[src/rtl/conv3x3_stream_engine.sv]
// conv3x3_stream_engine: raster-order 3x3 convolution with zero padding.
// Two line buffers feed a 3x3 window; a signed full-precision MAC on the
// window being formed is registered into a valid/ready output stage.
// Build option: define CONV_RELU_EN to clamp negative results to zero.
module conv3x3_stream_engine #(
  parameter int DATA_W   = 8,
  parameter int COEF_W   = 8,
  parameter int MAX_COLS = 16,
  parameter int ROW_W    = 8,
  parameter int ACC_W    = DATA_W + COEF_W + 5
) (
  input  logic                            clk,
  input  logic                            rst,
  input  logic                            start,
  input  logic [$clog2(MAX_COLS+1)-1:0]   cfg_cols,
  input  logic [ROW_W-1:0]                cfg_rows,
  input  logic                            coef_we,
  input  logic [3:0]                      coef_addr,
  input  logic [COEF_W-1:0]               coef_data,
  input  logic                            in_valid,
  output logic                            in_ready,
  input  logic [DATA_W-1:0]               in_data,
  output logic                            out_valid,
  input  logic                            out_ready,
  output logic [ACC_W-1:0]                out_data,
  output logic                            out_last,
  output logic                            busy,
  output logic                            done,
  output logic                            err
);
  localparam int COL_W = $clog2(MAX_COLS + 1);
  localparam int PTR_W = (MAX_COLS > 1) ? $clog2(MAX_COLS) : 1;
  localparam int KW    = ROW_W + COL_W + 1;
  localparam logic [KW-1:0]    KW_ONE  = 1;
  localparam logic [PTR_W-1:0] PTR_ONE = 1;
  localparam logic [ROW_W-1:0] ROW_ONE = 1;
  localparam logic [COL_W-1:0] COL_ONE = 1;

  localparam logic [1:0] S_IDLE   = 2'd0;
  localparam logic [1:0] S_STREAM = 2'd1;
  localparam logic [1:0] S_DRAIN  = 2'd2;

  logic [1:0]        state_q;
  logic [COL_W-1:0]  cols_q;
  logic [ROW_W-1:0]  rows_q;
  logic [KW-1:0]     total_q, k_q;
  logic [PTR_W-1:0]  ptr_q, cc_q;
  logic [ROW_W-1:0]  cr_q;
  logic              out_valid_q, out_last_q, done_q, err_q;
  logic [ACC_W-1:0]  out_data_q;
  logic [COEF_W-1:0] coef_q [9];
  logic [DATA_W-1:0] win_q  [9];
  logic [DATA_W-1:0] win_d  [9];
  logic [DATA_W-1:0] lb_top_mem [MAX_COLS];
  logic [DATA_W-1:0] lb_mid_mem [MAX_COLS];

  logic              stall, step, produce, is_last, cfg_ok;
  logic [KW-1:0]     steps_end;
  logic [DATA_W-1:0] pix_in;
  logic [2:0]        row_ok, col_ok;
  logic signed [ACC_W-1:0] prod [9];
  logic signed [ACC_W-1:0] acc_sum;
  logic [ACC_W-1:0]  result_d;

  assign stall     = out_valid_q && !out_ready;
  assign in_ready  = (state_q == S_STREAM) && !stall;
  assign steps_end = total_q + KW'(cols_q) + KW_ONE;
  assign step      = ((state_q == S_STREAM) && in_valid && !stall) ||
                     ((state_q == S_DRAIN) && (k_q < steps_end) && !stall);
  assign pix_in    = (state_q == S_STREAM) ? in_data : '0;
  // Results exist once the window centre has entered the frame.
  assign produce   = k_q > KW'(cols_q);
  assign is_last   = k_q == (steps_end - KW_ONE);
  assign cfg_ok    = (cfg_cols >= COL_W'(2)) && (cfg_cols <= COL_W'(MAX_COLS)) &&
                     (cfg_rows >= ROW_W'(2));

  assign out_valid = out_valid_q;
  assign out_data  = out_data_q;
  assign out_last  = out_last_q;
  assign busy      = state_q != S_IDLE;
  assign done      = done_q;
  assign err       = err_q;

  // Window after this step: shift left, new right column from line buffers and input.
  always_comb begin
    for (int t = 0; t < 9; t++) win_d[t] = '0;
    for (int r = 0; r < 3; r++) begin
      win_d[r*3 + 0] = win_q[r*3 + 1];
      win_d[r*3 + 1] = win_q[r*3 + 2];
    end
    win_d[2] = lb_top_mem[ptr_q];
    win_d[5] = lb_mid_mem[ptr_q];
    win_d[8] = pix_in;
  end

  // Border masks from the centre position; these also hide stale buffer data.
  always_comb begin
    row_ok[0] = cr_q != '0;
    row_ok[1] = 1'b1;
    row_ok[2] = cr_q != (rows_q - ROW_ONE);
    col_ok[0] = cc_q != '0;
    col_ok[1] = 1'b1;
    col_ok[2] = COL_W'(cc_q) != (cols_q - COL_ONE);
  end

  genvar gi;
  for (gi = 0; gi < 9; gi++) begin : g_tap
    logic signed [ACC_W-1:0] pix_ext, coef_ext;
    assign pix_ext  = $signed({{(ACC_W-DATA_W){1'b0}}, win_d[gi]});
    assign coef_ext = $signed({{(ACC_W-COEF_W){coef_q[gi][COEF_W-1]}}, coef_q[gi]});
    assign prod[gi] = (row_ok[gi/3] && col_ok[gi%3]) ? pix_ext * coef_ext : '0;
  end

  // Accumulate the nine masked products at full precision.
  always_comb begin
    acc_sum = '0;
    for (int t = 0; t < 9; t++) acc_sum = acc_sum + prod[t];
`ifdef CONV_RELU_EN
    result_d = acc_sum[ACC_W-1] ? '0 : acc_sum;
`else
    result_d = acc_sum;
`endif
  end

  // Kernel storage: identity on reset, writable only while idle.
  always_ff @(posedge clk) begin
    if (rst) begin
      for (int t = 0; t < 9; t++) coef_q[t] <= (t == 4) ? COEF_W'(1) : '0;
    end else if ((state_q == S_IDLE) && coef_we && (coef_addr <= 4'd8)) begin
      coef_q[coef_addr] <= coef_data;
    end
  end

  // Window and line buffers advance on each scan step; contents are never reset.
  always_ff @(posedge clk) begin
    if (step) begin
      for (int t = 0; t < 9; t++) win_q[t] <= win_d[t];
      lb_top_mem[ptr_q] <= lb_mid_mem[ptr_q];
      lb_mid_mem[ptr_q] <= pix_in;
    end
  end

  // Control FSM, scan/centre counters and the output register.
  always_ff @(posedge clk) begin
    if (rst) begin
      state_q     <= S_IDLE;
      cols_q      <= '0;
      rows_q      <= '0;
      total_q     <= '0;
      k_q         <= '0;
      ptr_q       <= '0;
      cc_q        <= '0;
      cr_q        <= '0;
      out_valid_q <= 1'b0;
      out_data_q  <= '0;
      out_last_q  <= 1'b0;
      done_q      <= 1'b0;
      err_q       <= 1'b0;
    end else begin
      done_q <= 1'b0;
      err_q  <= 1'b0;
      case (state_q)
        S_IDLE: begin
          if (start) begin
            if (cfg_ok) begin
              cols_q  <= cfg_cols;
              rows_q  <= cfg_rows;
              total_q <= KW'(cfg_rows) * KW'(cfg_cols);
              k_q     <= '0;
              ptr_q   <= '0;
              cc_q    <= '0;
              cr_q    <= '0;
              state_q <= S_STREAM;
            end else begin
              err_q <= 1'b1;
            end
          end
        end
        S_STREAM: if (step && (k_q == total_q - KW_ONE)) state_q <= S_DRAIN;
        S_DRAIN: begin
          if (out_valid_q && out_ready && out_last_q) begin
            state_q <= S_IDLE;
            done_q  <= 1'b1;
          end
        end
        default: state_q <= S_IDLE;
      endcase

      if (step) begin
        k_q   <= k_q + KW_ONE;
        ptr_q <= (COL_W'(ptr_q) == cols_q - COL_ONE) ? '0 : ptr_q + PTR_ONE;
        if (produce) begin
          if (COL_W'(cc_q) == cols_q - COL_ONE) begin
            cc_q <= '0;
            cr_q <= cr_q + ROW_ONE;
          end else begin
            cc_q <= cc_q + PTR_ONE;
          end
        end
      end

      if (out_valid_q && out_ready) begin
        out_valid_q <= 1'b0;
        out_last_q  <= 1'b0;
      end
      if (step && produce) begin
        out_valid_q <= 1'b1;
        out_data_q  <= result_d;
        out_last_q  <= is_last;
      end
    end
  end
endmodule

[config.mk]
export PLATFORM = sky130hd
export DESIGN_NAME = conv3x3_stream_engine
export DESIGN_NICKNAME = d
export VERILOG_FILES = /design/src/rtl/conv3x3_stream_engine.sv
export SDC_FILE = /design/constraint.sdc
export NUM_CORES = 2
export LEC_CHECK = 0
export ABC_AREA = 1
export ABC_CLOCK_PERIOD_IN_PS = 13320
export CAP_MARGIN = 40
export CORE_MARGIN = 4
export CORE_UTILIZATION = 63
export CTS_CLUSTER_SIZE = 16
export DETAILED_ROUTE_END_ITERATION = 7
export GPL_ROUTABILITY_DRIVEN = 1
export PLACE_DENSITY = 0.8
export SYNTH_ARGS = -nofsm -noshare
export SYNTH_HDL_FRONTEND = slang
export SYNTH_SLANG_ARGS = --single-unit
export TNS_END_PERCENT = 5
[constraint.sdc]
create_clock -name clk -period 13.32 [get_ports clk]
set_input_delay 1.332 -clock clk [delete_from_list [all_inputs] [get_ports clk]]
set_output_delay 1.332 -clock clk [all_outputs]
set_load 0.01 [all_outputs]
# Word-level counts from Yosys, hierarchy flattened
# Memories as Yosys holds them, arrays and structs flattened. A register that Yosys moved wholly into a read port is not among the register bits.
# Index checks and enable logic that the tools add are counted.
[totals]
reg_bits = 83
mem_bits_rw = 400
inputBits = 39
output_inout_bits = 27
wordCells = 155
n_memories = 4
[op_classes]
n_addsub = 18
mul = 10
order_cmp = 6
eq_ne = 12
n_mux = 54
bitwise_logic = 3
n_reduce_logical = 35
[memory_table]
columns = ["name", "words", "width", "read_ports", "rd_ports_with_merged_regs", "wr", "line_no", "rtl"]
rows = [
  ["lb_mid_mem", 16, 8, 1, 1, 1, "55", "logic [DATA_W-1:0] lb_mid_mem [MAX_COLS];"],
  ["lb_top_mem", 16, 8, 1, 1, 1, "54", "logic [DATA_W-1:0] lb_top_mem [MAX_COLS];"],
  ["coef_q", 9, 8, 9, 0, 9, "51", "logic [COEF_W-1:0] coef_q [9];"],
  ["win_q", 9, 8, 6, 0, 9, "52", "logic [DATA_W-1:0] win_q [9];"],
]
[op_table]
columns = ["op", "n"]
rows = [
  ["two-way mux 21 bit", 8],
  ["multiplier 9 x 8 -> 17 bit", 9],
  ["adder 21 bit", 7],
  ["two-way mux 4 bit", 16],
  ["two-way mux 8 bit", 8],
  ["two-way mux 14 bit", 4],
  ["adder 14 x 1 -> 14 bit, second input constant", 2],
  ["== test 14 bit", 2],
  ["adder 21 x 17 -> 21 bit", 1],
  ["logical AND 1 bit", 18],
  ["adder 13 x 5 -> 14 bit", 1],
  ["> comparator 14 x 5 -> 1 bit", 1],
  ["less-than comparator 14 bit", 1],
  ["subtractor 13 x 1 -> 14 bit, second input constant", 1],
  ["subtractor 14 x 1 -> 14 bit, second input constant", 1],
  ["multiplier 8 x 5 -> 13 bit", 1],
  ["two-way mux 1 bit", 13],
  ["== test 4 x 5 -> 1 bit", 2],
  ["nonzero test 2 bit", 5],
  ["adder 4 x 1 -> 4 bit, second input constant", 2],
  ["adder 8 x 1 -> 8 bit, second input constant", 1],
  ["greater-or-equal comparator 8 x 2 -> 1 bit, second input constant", 1],
  ["two-way mux 2 bit", 4],
  ["inequality test 8 bit", 1],
  ["other kinds (22)", 28],
]

# Logic depth before layout (Yosys ltp)
[logic_depth]
ltp_word = 11
depth_mapped = 53
ltp_nobuf = 51

# Least setup slack after synthesis
# OpenSTA, ideal clock, no wires.
[synth_path]
path_kind = "reg2reg"
from = "register (tool-made name)"
to = "register out_data_q[13], in the netlist out_data[13]"
setup_time_ps = 120
arrival_ps = 9269
required_ps = 13200
path_slack_ps = 3930
stages_incl_launch_ff = 47
path_buffers = 3
period_less_slack_ps = 9390
cell_sequence = "dfxtp_1 -> buf_2 -> buf_4 -> buf_4 -> a21oi_1 -> o21ai_0 -> o21ai_0 -> o211ai_1 -> nand2_1 -> inv_1 -> nor2_1 -> fa_1 -> inv_1 -> fa_1 -> inv_1 -> fa_1 -> inv_1 -> fa_1 -> [11 not listed] -> inv_1 -> fa_1 -> inv_1 -> fa_1 -> inv_1 -> fa_1 -> inv_1 -> fa_1 -> inv_1 -> fa_1 -> inv_1 -> ha_1 -> nand2_1 -> o31ai_1 -> nand3_1 -> nand2_1 -> xnor2_1 -> a21oi_1"
[synth_lines]
columns = ["item", "line_no", "rtl"]
rows = [
  ["to (signal assigned)", "208", "out_data_q <= result_d;"],
  ["to (decl)", "50", "logic [ACC_W-1:0] out_data_q;"],
]

==> flow_metrics.env <==
export IMPL_status="finished, final reports clean"
export IMPL_cpMaxStageDelayCell="dfxtp_2"
export IMPL_synthMostInstantiatedCell="inv_1"
export IMPL_peakVddDrop_mv=1.001
export IMPL_die_area_mm2=0.07718
export IMPL_rr_worst_depth=48
export IMPL_hold_viol=0
export IMPL_grt_max_degree=100
export IMPL_cts_sinks=463
export IMPL_start_kind="flip-flop"
export IMPL_vias=34930
export IMPL_maxSlewHeadroom_pct=35.73
export IMPL_cp_arrival_ns=11.64
export IMPL_cts_tree="done"
export IMPL_rsz0062_at_grt="no"
export IMPL_synth_xor_xnor_area_share_pct=2.079
export IMPL_yosysWarnings=0
export IMPL_critPathRequiredTime_ns=13.81
export IMPL_synth_largest_area_cell="edfxtp_1"
export IMPL_slowest_delay_ns=0.76
export IMPL_placed_area_mm2=0.04736
export IMPL_hpwl_um=88990
export IMPL_skew_ns=0.04335
export IMPL_die_w_um=277.8
export IMPL_synth_fa_ha_area_share_pct=34.19
export IMPL_synth_common_cells="1254 x inv_1, 842 x nand2_1, 487 x fa_1"
export IMPL_synth_top_area_share_pct=24.62
export IMPL_syn_nets=6258
export IMPL_hold_class="reg2reg"
export IMPL_grt_pass1_vias=35530
export IMPL_synth_mux_area_share_pct=1.397
export IMPL_initial_core_util_pct=63.83
export IMPL_clockBufferDepth=3
export IMPL_globalRouteTotalUtil_pct=30.67
export IMPL_postCtsSetupBuffers=0
export IMPL_io_pins=66
export IMPL_path_class="reg2reg"
export IMPL_synth_cell_types=52
export IMPL_endpoint_kind="flip-flop"
export IMPL_drt_iter0_drc=3089
export IMPL_synth_area_leaders="edfxtp_1 25%, fa_1 21%, ha_1 13%, inv_1 10%, nand2_1 6.9%"
export IMPL_cts_resized=0
export IMPL_synth_top_family_by_area="adder cells"
export IMPL_ant_nets=0
export IMPL_synth_simple_area_share_pct=14.27
export IMPL_vias_per_cell=5.614
export IMPL_antenna_cells=0
export IMPL_coreArea_mm2=0.07185
export IMPL_fin_crit_ns=11.14
export IMPL_synth_area_mm2=0.04587
export IMPL_drc_errors=0
export IMPL_clk_pin_slew_worst_paths_ns=0.06
export IMPL_grt_overflow=0
export IMPL_die_h_um=277.8
export IMPL_wl_per_cell_um=18.78
export IMPL_synth_cells=5258
export IMPL_synthToLayoutAreaGrowth_pct=7.207
export IMPL_grt_first_pass_wirelength_um=188500
export IMPL_place_congestion=0.9887
export IMPL_hold_path_depth=2
export IMPL_finalCritPeriodShare_pct=83.67
export IMPL_maxSlewViolCount=0
export IMPL_setup_viol=0
export IMPL_drt_pass1_iterations=6
export IMPL_ys_async_sr_fraction_pct=0
export IMPL_port_buffers=65
export IMPL_crit_top_cell="inv_1"
export IMPL_insertion_delay_ns=0.64
export IMPL_cts_buffers=50
export IMPL_cts_root_buf="clkbuf_16"
export IMPL_design_area_mm2=0.04917
export IMPL_drive_above_1_share_pct=4.230
export IMPL_hold_buffers=0
export IMPL_synthFlopType="edfxtp_1"
export IMPL_h_tree_depth=2
export IMPL_synth_seq_cells=463
export IMPL_power_density_mw_per_mm2=184.5
export IMPL_wirelength_um=116800
export IMPL_final_net_count=6230
export IMPL_synth_compound_area_share_pct=7.515
export IMPL_tightestPinTransition_ns=0.9582
export IMPL_maxCapViolations=0
export IMPL_power_leakage_nw=24.69
export IMPL_fmax_mhz=89.73
export IMPL_num_rows=98
export IMPL_syn_avg_cell_area_um2=8.723
export IMPL_synth_enable_flop_cells=376
export IMPL_yosysSeqAreaShare_pct=28.41
export IMPL_worst_path_max_fanout=38
export IMPL_fin_setup_tns_ns=0
export IMPL_antenna_found_initial=0
==> layout make-up <==
cell class / instances / area [µm²]
clock inverters: 34 / 432.9
flip-flops and latches: 463 / 13040
fillers: 5626 / 22680
inverters: 1277 / 4793
multi-input cells: 3333 / 27280
clock buffers: 60 / 1309
repair buffers: 105 / 1131
well taps: 950 / 1189
==> through the flow <==
stage               setup slack [ns]  instances  utilization (%)  power [mW]  hold WS (ns)
floorplan                      3.930       5258                -       5.937        0.4244
global placement               2.217       6118            65.67       7.387        0.4698
detailed placement             2.367       6125            65.91       7.442        0.4760
CTS                            2.295       6219            68.34       8.996        0.4838
global route                   1.595       6222            68.43       9.915        0.5172
finish                         2.175       6222            68.43       9.071        0.4793
==> worst max-delay path, delay by kind of cell, from the launching register on <==
family                     cells  cell delay [ns]
and+or+nand+nor               16             1.91
adders and majority gates     12             5.49
DFF                            1             0.76
AOI/OAI and AO/OA              8             1.38
buffers and inverters         12             1.42
==> per-layer routing <==
layer / up-vias / routed length [µm] / GRT usage, %
li1: 16280 / - / -
met5: - / 0 / 0
met4: 0 / 3942 / 8.890
met1: 16930 / 47570 / 42.37
met2: 1489 / 53230 / 49.14
met3: 234 / 12090 / 6.859
==> state kept, by name, indices dropped and copies added (netlist names), named ones only <==
register / cells
ptr_q: 4
rows_q: 8
out_last: 1
out_data: 21
cr_q: 8
coef_q: 72
cols_q: 5
lb_mid_mem: 128
err: 1
lb_top_mem: 128
k_q: 14
out_valid: 1
win_q: 48
done: 1
cc_q: 4
state_q: 2
total_q: 13
==> layout by cell type, fill, tap and decap left out, types with 7 or more instances in the layout <==
master / n
edfxtp_1: 376
ha_1: 474
a21oi_1: 293
nand3b_1: 9
o21ai_0: 218
nand2_2: 17
inv_2: 13
inv_1: 1253
clkinv_2: 8
o21bai_1: 7
o211ai_1: 70
buf_16: 7
mux2i_1: 64
buf_4: 29
nor3_1: 35
clkbuf_16: 50
or2_2: 45
a21o_1: 12
clkdlybuf4s50_1: 65
xnor2_1: 32
nand3_1: 153
dfxtp_1: 84
clkbuf_1: 8
clkinv_1: 18
nor2_1: 412
nand4_1: 26
bufinv_16: 7
nand2_1: 842
xor2_1: 75
fa_1: 487
==> report_power, final <==
group | leakage [nW] | switching (mW) | internal (mW) | total [mW]
registers | 4.26 | 0.0530 | 1.59 | 1.65
clock network | 0.845 | 0.628 | 0.850 | 1.48
logic | 19.6 | 3.70 | 2.25 | 5.95
total | 24.7 | 4.38 | 4.69 | 9.07
==> kinds of logic (layout without fill, tap and decap cells) <==
kind of cell | after synthesis | after routing
AND/OR/NAND/NOR | 1569 | 1569
adder cells (fa/ha/maj) | 961 | 961
XOR/XNOR | 108 | 108
multiplexers | 64 | 64
flip-flops | 463 | 463
buffers and inverters | 1462 | 1476
AO/OA/AOI/OAI | 631 | 631
==> path summary, 6_finish.rpt <==
| path | slack, ns | start | to |
|---|---|---|---|
| setup / recovery | 2.18 | flip-flop | out_data[19]$_SDFFE_PP0P_ |
| setup reg to reg | 2.18 | flip-flop | out_data[19]$_SDFFE_PP0P_ |
| hold / removal | 0.48 | rows_q[7]$_SDFFE_PP0P_ | rows_q[7]$_SDFFE_PP0P_ |
| hold reg to reg | 0.48 | rows_q[7]$_SDFFE_PP0P_ | rows_q[7]$_SDFFE_PP0P_ |
Note: power is estimated with default switching activity, not from simulation.
